$ cat config.mk
export PLATFORM = sky130hd
export DESIGN_NAME = msg_stream_arbiter
export DESIGN_NICKNAME = d
export VERILOG_FILES = /design/src/rtl/msg_stream_arbiter.sv
export SDC_FILE = /design/constraint.sdc
export NUM_CORES = 1
export LEC_CHECK = 0
export ABC_AREA = 0
export BUFFER_PORTS_ARGS = -buffer_cell sky130_fd_sc_hd__buf_2
export CAP_MARGIN = 0
export CORE_AREA = 4 4 144 146
export CTS_CLUSTER_DIAMETER = 30
export CTS_CLUSTER_SIZE = 20
export DETAILED_ROUTE_END_ITERATION = 16
export DIE_AREA = 0 0 148 150
export GPL_ROUTABILITY_DRIVEN = 0
export SYNTH_ARGS = -nofsm -noshare
export SYNTH_HDL_FRONTEND = slang
export SYNTH_SLANG_ARGS = --single-unit
$ cat constraint.sdc
create_clock -name clk -period 4.45 [get_ports clk]
set_clock_uncertainty 0.05 [all_clocks]
set_input_delay 0.6675 -clock clk [delete_from_list [all_inputs] [get_ports clk]]
set_output_delay 0.6675 -clock clk [all_outputs]
set_load 0.005 [all_outputs]
$ cat src/rtl/msg_stream_arbiter.sv
// msg_stream_arbiter
// Packet-level round-robin arbiter. One upstream port at a time is locked
// from sop to eop and its beats pass combinationally to the single
// downstream interface. Mid-packet beats from ports that do not own the
// lock are accepted and thrown away. Those drop cycles are counted in a
// saturating counter.
module msg_stream_arbiter #(
  parameter int NUM_PORTS   = 4,
  parameter int DATA_WIDTH  = 64,
  parameter int EMPTY_WIDTH = $clog2(DATA_WIDTH / 8),
  parameter int PORT_W      = $clog2(NUM_PORTS)
) (
  input  logic                             clk,
  input  logic                             reset_n,
  input  logic [NUM_PORTS-1:0]             in_valid,
  input  logic [NUM_PORTS-1:0]             in_startofpacket,
  input  logic [NUM_PORTS-1:0]             in_endofpacket,
  input  logic [NUM_PORTS-1:0]             in_error,
  input  logic [NUM_PORTS*DATA_WIDTH-1:0]  in_data,
  input  logic [NUM_PORTS*EMPTY_WIDTH-1:0] in_empty,
  output logic [NUM_PORTS-1:0]             in_ready,
  output logic                             out_valid,
  output logic                             out_startofpacket,
  output logic                             out_endofpacket,
  output logic                             out_error,
  output logic [DATA_WIDTH-1:0]            out_data,
  output logic [EMPTY_WIDTH-1:0]           out_empty,
  input  logic                             out_ready,
  output logic [PORT_W-1:0]                out_port,
  output logic [15:0]                      drop_count
);

  localparam logic [0:0] IDLE   = 1'b0;
  localparam logic [0:0] LOCKED = 1'b1;

  logic [0:0]           state;
  logic [PORT_W-1:0]    grant;
  logic [PORT_W-1:0]    rr_ptr;

  logic                 locked;
  logic                 active;
  logic [NUM_PORTS-1:0] req;
  logic [NUM_PORTS-1:0] stray;
  logic [NUM_PORTS-1:0] own;
  logic                 found;
  logic [PORT_W-1:0]    pick;
  logic [PORT_W:0]      idx_w;
  logic                 eop_xfer;
  logic [PORT_W-1:0]    next_rr;

  assign locked = (state == LOCKED);
  // Outputs are forced quiet while reset is held, even if the state is stale.
  assign active = reset_n && locked;

  // Classify every port each cycle as owner, requester or stray source.
  always_comb begin
    // NOTE: every variable gets a default before any conditional assignment,
    // otherwise synthesis infers a latch to hold the old value.
    own      = '0;
    req      = '0;
    stray    = '0;
    in_ready = '0;
    for (int p = 0; p < NUM_PORTS; p++) begin
      own[p]      = locked && (grant == PORT_W'(p));
      req[p]      = in_valid[p] && in_startofpacket[p];
      stray[p]    = in_valid[p] && !in_startofpacket[p] && !own[p];
      in_ready[p] = reset_n && (stray[p] || (own[p] && out_ready));
    end
  end

  // Round-robin search for the first requester starting at rr_ptr.
  always_comb begin
    found = 1'b0;
    pick  = rr_ptr;
    idx_w = '0;
    for (int i = 0; i < NUM_PORTS; i++) begin
      idx_w = {1'b0, rr_ptr} + (PORT_W + 1)'(i);
      if (idx_w >= (PORT_W + 1)'(NUM_PORTS)) begin
        idx_w = idx_w - (PORT_W + 1)'(NUM_PORTS);
      end
      if (!found && req[idx_w[PORT_W-1:0]]) begin
        found = 1'b1;
        pick  = idx_w[PORT_W-1:0];
      end
    end
  end

  // Zero-latency pass-through of the locked port to the downstream side.
  always_comb begin
    out_valid         = active && in_valid[grant];
    out_startofpacket = active && in_startofpacket[grant];
    out_endofpacket   = active && in_endofpacket[grant];
    out_error         = active && in_error[grant];
    out_data          = in_data[grant*DATA_WIDTH +: DATA_WIDTH];
    out_empty         = in_empty[grant*EMPTY_WIDTH +: EMPTY_WIDTH];
    out_port          = grant;
  end

  assign eop_xfer = in_valid[grant] && out_ready && in_endofpacket[grant];
  assign next_rr  = (grant == PORT_W'(NUM_PORTS - 1)) ? '0 : grant + 1'b1;

  // Arbitration FSM, round-robin pointer and drop counter.
  always_ff @(posedge clk) begin
    // NOTE: sequential state uses non-blocking assignments so every register
    // samples pre-edge values; the reset branch is synchronous (no rst edge
    // in the sensitivity list).
    if (!reset_n) begin
      state      <= IDLE;
      grant      <= '0;
      rr_ptr     <= '0;
      drop_count <= '0;
    end else begin
      if (state == IDLE) begin
        if (found) begin
          grant <= pick;
          state <= LOCKED;
        end
      end else if (eop_xfer) begin
        state  <= IDLE;
        rr_ptr <= next_rr;
      end
      if ((|stray) && (drop_count != 16'hFFFF)) begin
        drop_count <= drop_count + 16'd1;
      end
    end
  end

endmodule

Word-level counts from Yosys, hierarchy flattened --
Index checks and enable logic that the tools add are counted.
Storage, ports and cells: register bits after elaboration 21, word-level logic and storage cells 116, output and inout port bits 93
Cells by class: equal/unequal tests 4, multiplexer cells 32, shift operators 2, bitwise logic cells 1, $lt $le $gt $ge 9, add/subtract/negate cells 9, reductions and logical operators 54, multiply operators 1
Operator list (number):
- $shiftx 256x9->64 | 1
- $logic_and 1x1->1 | 35
- $mux 2 | 9
- $add 16x1->16 const B | 1
- $bmux 1 s2 | 8
- $ne 16x16->1 const B | 1
- $lt 2x3->1 const B | 5
- $mux 1 | 15
- $shiftx 12x5->3 | 1
- $logic_not 1->1 | 11
- $ge 3x3->1 const B | 3
- $sub 2x1->2 const B | 4
- $add 2x2->3 const B | 2
- $eq 2x2->1 const B | 2
- $logic_or 1x1->1 | 4
- $mul 2x2->4 const B | 1
- $reduce_and 2->1 | 2
- $reduce_or 4->1 | 1
- $add 2x1->3 const B | 1
- $ge 2x3->1 const B | 1
- $add 2x1->2 const B | 1
- $eq 2x1->1 const B | 1
- $logic_not 2->1 | 1
- $not 1->1 | 1

Longest topological paths before layout --
word-level depth 16, depth in mapped cells 10, depth with buffers taken out 6

Least setup slack after synthesis --
Ideal clock, no wire load.
kind reg-to-reg, from reg grant[1], in the netlist out_port[1], to reg drop_count[3], path buffers 4, data required time 4.329 ns, cell stages (with the launch flop) 11, data arrival time 2.674 ns, library setup time 0.071 ns, slack 1.655 ns, cells stage by stage dfxtp_1 -> clkbuf_1 -> clkbuf_1 -> buf_2 -> inv_1 -> ha_1 -> a211oi_2 -> nor4_2 -> buf_6 -> or4_1 -> a21oi_1
On the way: longest elaborated chain between the ends 6, elaborated cells between the ends (all ways) 18, classes of those cells eq/ne: 3; reduce/logical: 15
Ends and longest elaborated chain:
- from (decl) | line 37 | logic [PORT_W-1:0] grant;
- from (signal assigned) | line 115 | grant <= pick;
- $eq 2x1->1 (tied with other cells) | line 64 | own[p] = locked && (grant == PORT_W'(p));
- $logic_and 1x1->1 | line 64
- $logic_not 1->1 | line 66 | stray[p] = in_valid[p] && !in_startofpacket[p] && !own[p];
- $logic_and 1x1->1 | line 66
- $reduce_or 4->1 * | line 122 | if ((|stray) && (drop_count != 16'hFFFF)) begin
- $logic_and 1x1->1 * | line 122
- to (signal assigned) | line 123 | drop_count <= drop_count + 16'd1;
- to (decl) | line 30 | output logic [15:0] drop_count
Mark *: on every way between the ends. The rest lies on a longest branch, timed or not. A chain may end at the register's enable or synchronous reset.

Worst setup path in the final report --
from reg grant[0], in the netlist out_port[0], to out out_data[58]
On the way: longest elaborated chain between the ends 1
Ends and longest elaborated chain:
- $shiftx 256x9->64 | line 94 | out_data = in_data[grant*DATA_WIDTH +: DATA_WIDTH];
- to (decl) | line 26 | output logic [DATA_WIDTH-1:0] out_data,
Every way passes these cells.

==> results.yml <==
final_layout:
  nets: 906
  syn2layout_area_growth_pct: 74.5
  drive_above_1_share: 0.765
timing:
  fin_ws_ps: 1310
  hold_violations: 0
  timing.setup.tns_ps: 0
  max_freq_ghz: 0.319
  fin_crit_sh: 0.705
  rsz0062_at_grt: "false"
  fin_crit_ps: 3140
  slew_headroom: 0.184
  timing.final.max_slew_violations: 0
  finalSetupViolations: 0
  worst_pin_slew_ps: 1220
logic_synthesis:
  ys_warn_count: 0
  synth_most_common_cell: "mux4_2"
  synth.distinct_cells: 42
  synth_top_area_share: 0.532
  synth_common_cells: "mux4_2, dfxtp_1, nand2_1"
  synth_edf_count: 0
  syn_avg_cell_area_um2: 12.0
  async_flop_share: 0
  synth_area_leaders: "mux4_2, dfxtp_1, a21oi_1, ha_1, mux2i_1"
  ys_ff_latch: 21
  syn_inst: 251
  syn_area_um2: 3000
  synthFlopType: "dfxtp_1"
  seq_area_frac_synth: 0.140
  synth.largest_area_cell: "mux4_2"
  syn_nets: 543
floorplanning:
  start_util: 0.155
  coreArea_um2: 19400
  ioPinCount: 380
  rows: 51
  dieHeight_um: 150
  die_w_um: 148
  die_area_um2: 22200
global_routing:
  antenna_found_initial: 17
  grt_pass1_wl_mm: 26.7
  grt_pass1_vias: 4169
  grt_usage: 0.158
  grt_max_degree: 52
  overflow: 0
run_status:
  outcome: "finished clean"
pwr:
  ir_drop_v: 0.000124
  p_per_area_nw_per_um2: 174
  power.total_mw: 0.914
  p_leak_nw: 2.40
critical_path:
  startpoint_type: "register"
  rr_worst_depth: 7
  slowest_stage: "dfxtp_4"
  worstSetupPathType: "register to output pin"
  critPathMaxFanout: 51
  critPathCaptureType: "output pin"
  worstPathCellList: "buf_4, mux4_2, buf_2"
  r2r_setup_slack_ps: 1620
  required_ps: 3730
  slowest_delay_ps: 960
  arrival_ps: 2420
  cpLargestDelayFamily: "flip-flops"
  r2r_end: "drop_count[8]"
  r2r-start: "out_port[0]"
  crit_buf_inv: 2
routing:
  post_drt_wl_per_cell_um: 21.8
  drt_first_iter_violations: 224
  antenna_left: 0
  vias: 4051
  drc_errors: 0
  wl_mm: 19.2
  viasPerCell: 4.59
  drt-pass1-iter-count: 4
clocking:
  cts.path.max_buffers: 2
  h-tree-depth: 1
  cts_sinks: 21
  root_buffer: "clkbuf_16"
  cts.repair.resized: 0
  cts_hold_buf: 0
  cts_tree: "built"
  cts_setup_buffers: 0
  numCtsBuffers: 3
  clock_latency_ps: 250
  path_clk_slew_ps: 60
worst_hold_path:
  hp-start: "drop_count[11]"
  holdPathEnd: "drop_count[11]"
  min_path_type: "register to register"
  hold_path_depth: 2
place:
  io_buffers: 379
  dpl_worst_slack_ps: 1500
  dp_hpwl_mm: 17.1
run:
  drv_cap: 0
worst reg2reg max path, delay by kind of cell, from the launching register on:
kind,cells,cell delay (ps)
buffers and inverters,2,390
adder cells (fa/ha/maj),1,280
AO/OA/AOI/OAI,2,480
AND/OR/NAND/NOR,2,620
flip-flops,1,960
state kept, by name, indices dropped and copies added (netlist names):
register,flops
drop_count,16
out_port,2
rr_ptr,2
locked,1
cell usage in the layout, fill, tap and decap left out, drive strengths merged, types with 8 or more instances in the layout:
cell | synthesis | routed
mux4 | 71 | 71
o21ai | 9 | 9
inv | 9 | 9
nor2 | 8 | 8
a21oi | 13 | 13
dfxtp | 21 | 21
buf | 14 | 383
nand2 | 14 | 14
nand3 | 9 | 9
cell type report:
class | count | area [um2]
multi-input combinational | 196 | 2430
antenna | 4 | 10.0
timing repair buffer | 383 | 1930
sequential | 21 | 428
inverter | 9 | 33.8
tap | 265 | 332
clock buffer | 3 | 75.1
clock inverter | 1 | 5.00
fill | 2130 | 14200
through the flow:
stage	instances	area, um2	hold WS (ps)	utilization
2_1_floorplan	251	3000	417	-
3_3_place_gp	874	5150	422	0.266
6_report	882	5240	431	0.270
4_1_cts	878	5230	431	0.270
5_1_grt	881	5240	454	0.270
3_5_place_dp	874	5150	423	0.266
power breakdown:
| part | leakage (nW) | internal (mW) | switching [mW] |
|---|---|---|---|
| clock network | 0.0409 | 0.121 | 0.0765 |
| registers | 0.172 | 0.194 | 0.0383 |
| logic | 2.19 | 0.290 | 0.194 |
| total | 2.40 | 0.605 | 0.309 |
routing by layer:
metal,vias up,track usage,wire (um)
li1,1812,-,-
met1,1957,0.199,7270
met2,222,0.274,9760
met3,42,0.0485,1720
met4,18,0.0240,314
met5,-,0,137
worst max-delay path by stage:
| stage | start | to | slack [ps] | depth (start not counted) |
|---|---|---|---|---|
| 6_report | out_port[0] | out_data[58] | 1310 | 3 |
| 5_1_grt | out_port[0] | out_data[58] | 1090 | 3 |
| 4_1_cts | out_port[0] | out_data[58] | 1220 | 3 |
| 3_5_place_dp | out_port[0] | out_data[58] | 1500 | 3 |
| 3_3_place_gp | out_port[0] | out_data[46] | 1540 | 3 |
| 2_1_floorplan | out_port[1] | drop_count[3] | 1660 | 10 |
cells by family after synthesis:
logic type	Yosys count	share of synthesized area
multiplexers	77	0.552
AND/OR/NAND/NOR	70	0.137
AO/OA/AOI/OAI	44	0.0991
buffers and inverters	34	0.0504
flip-flops	21	0.140
adder cells (fa/ha/maj)	5	0.0208
No activity file was read; power rests on OpenSTA's default activity.
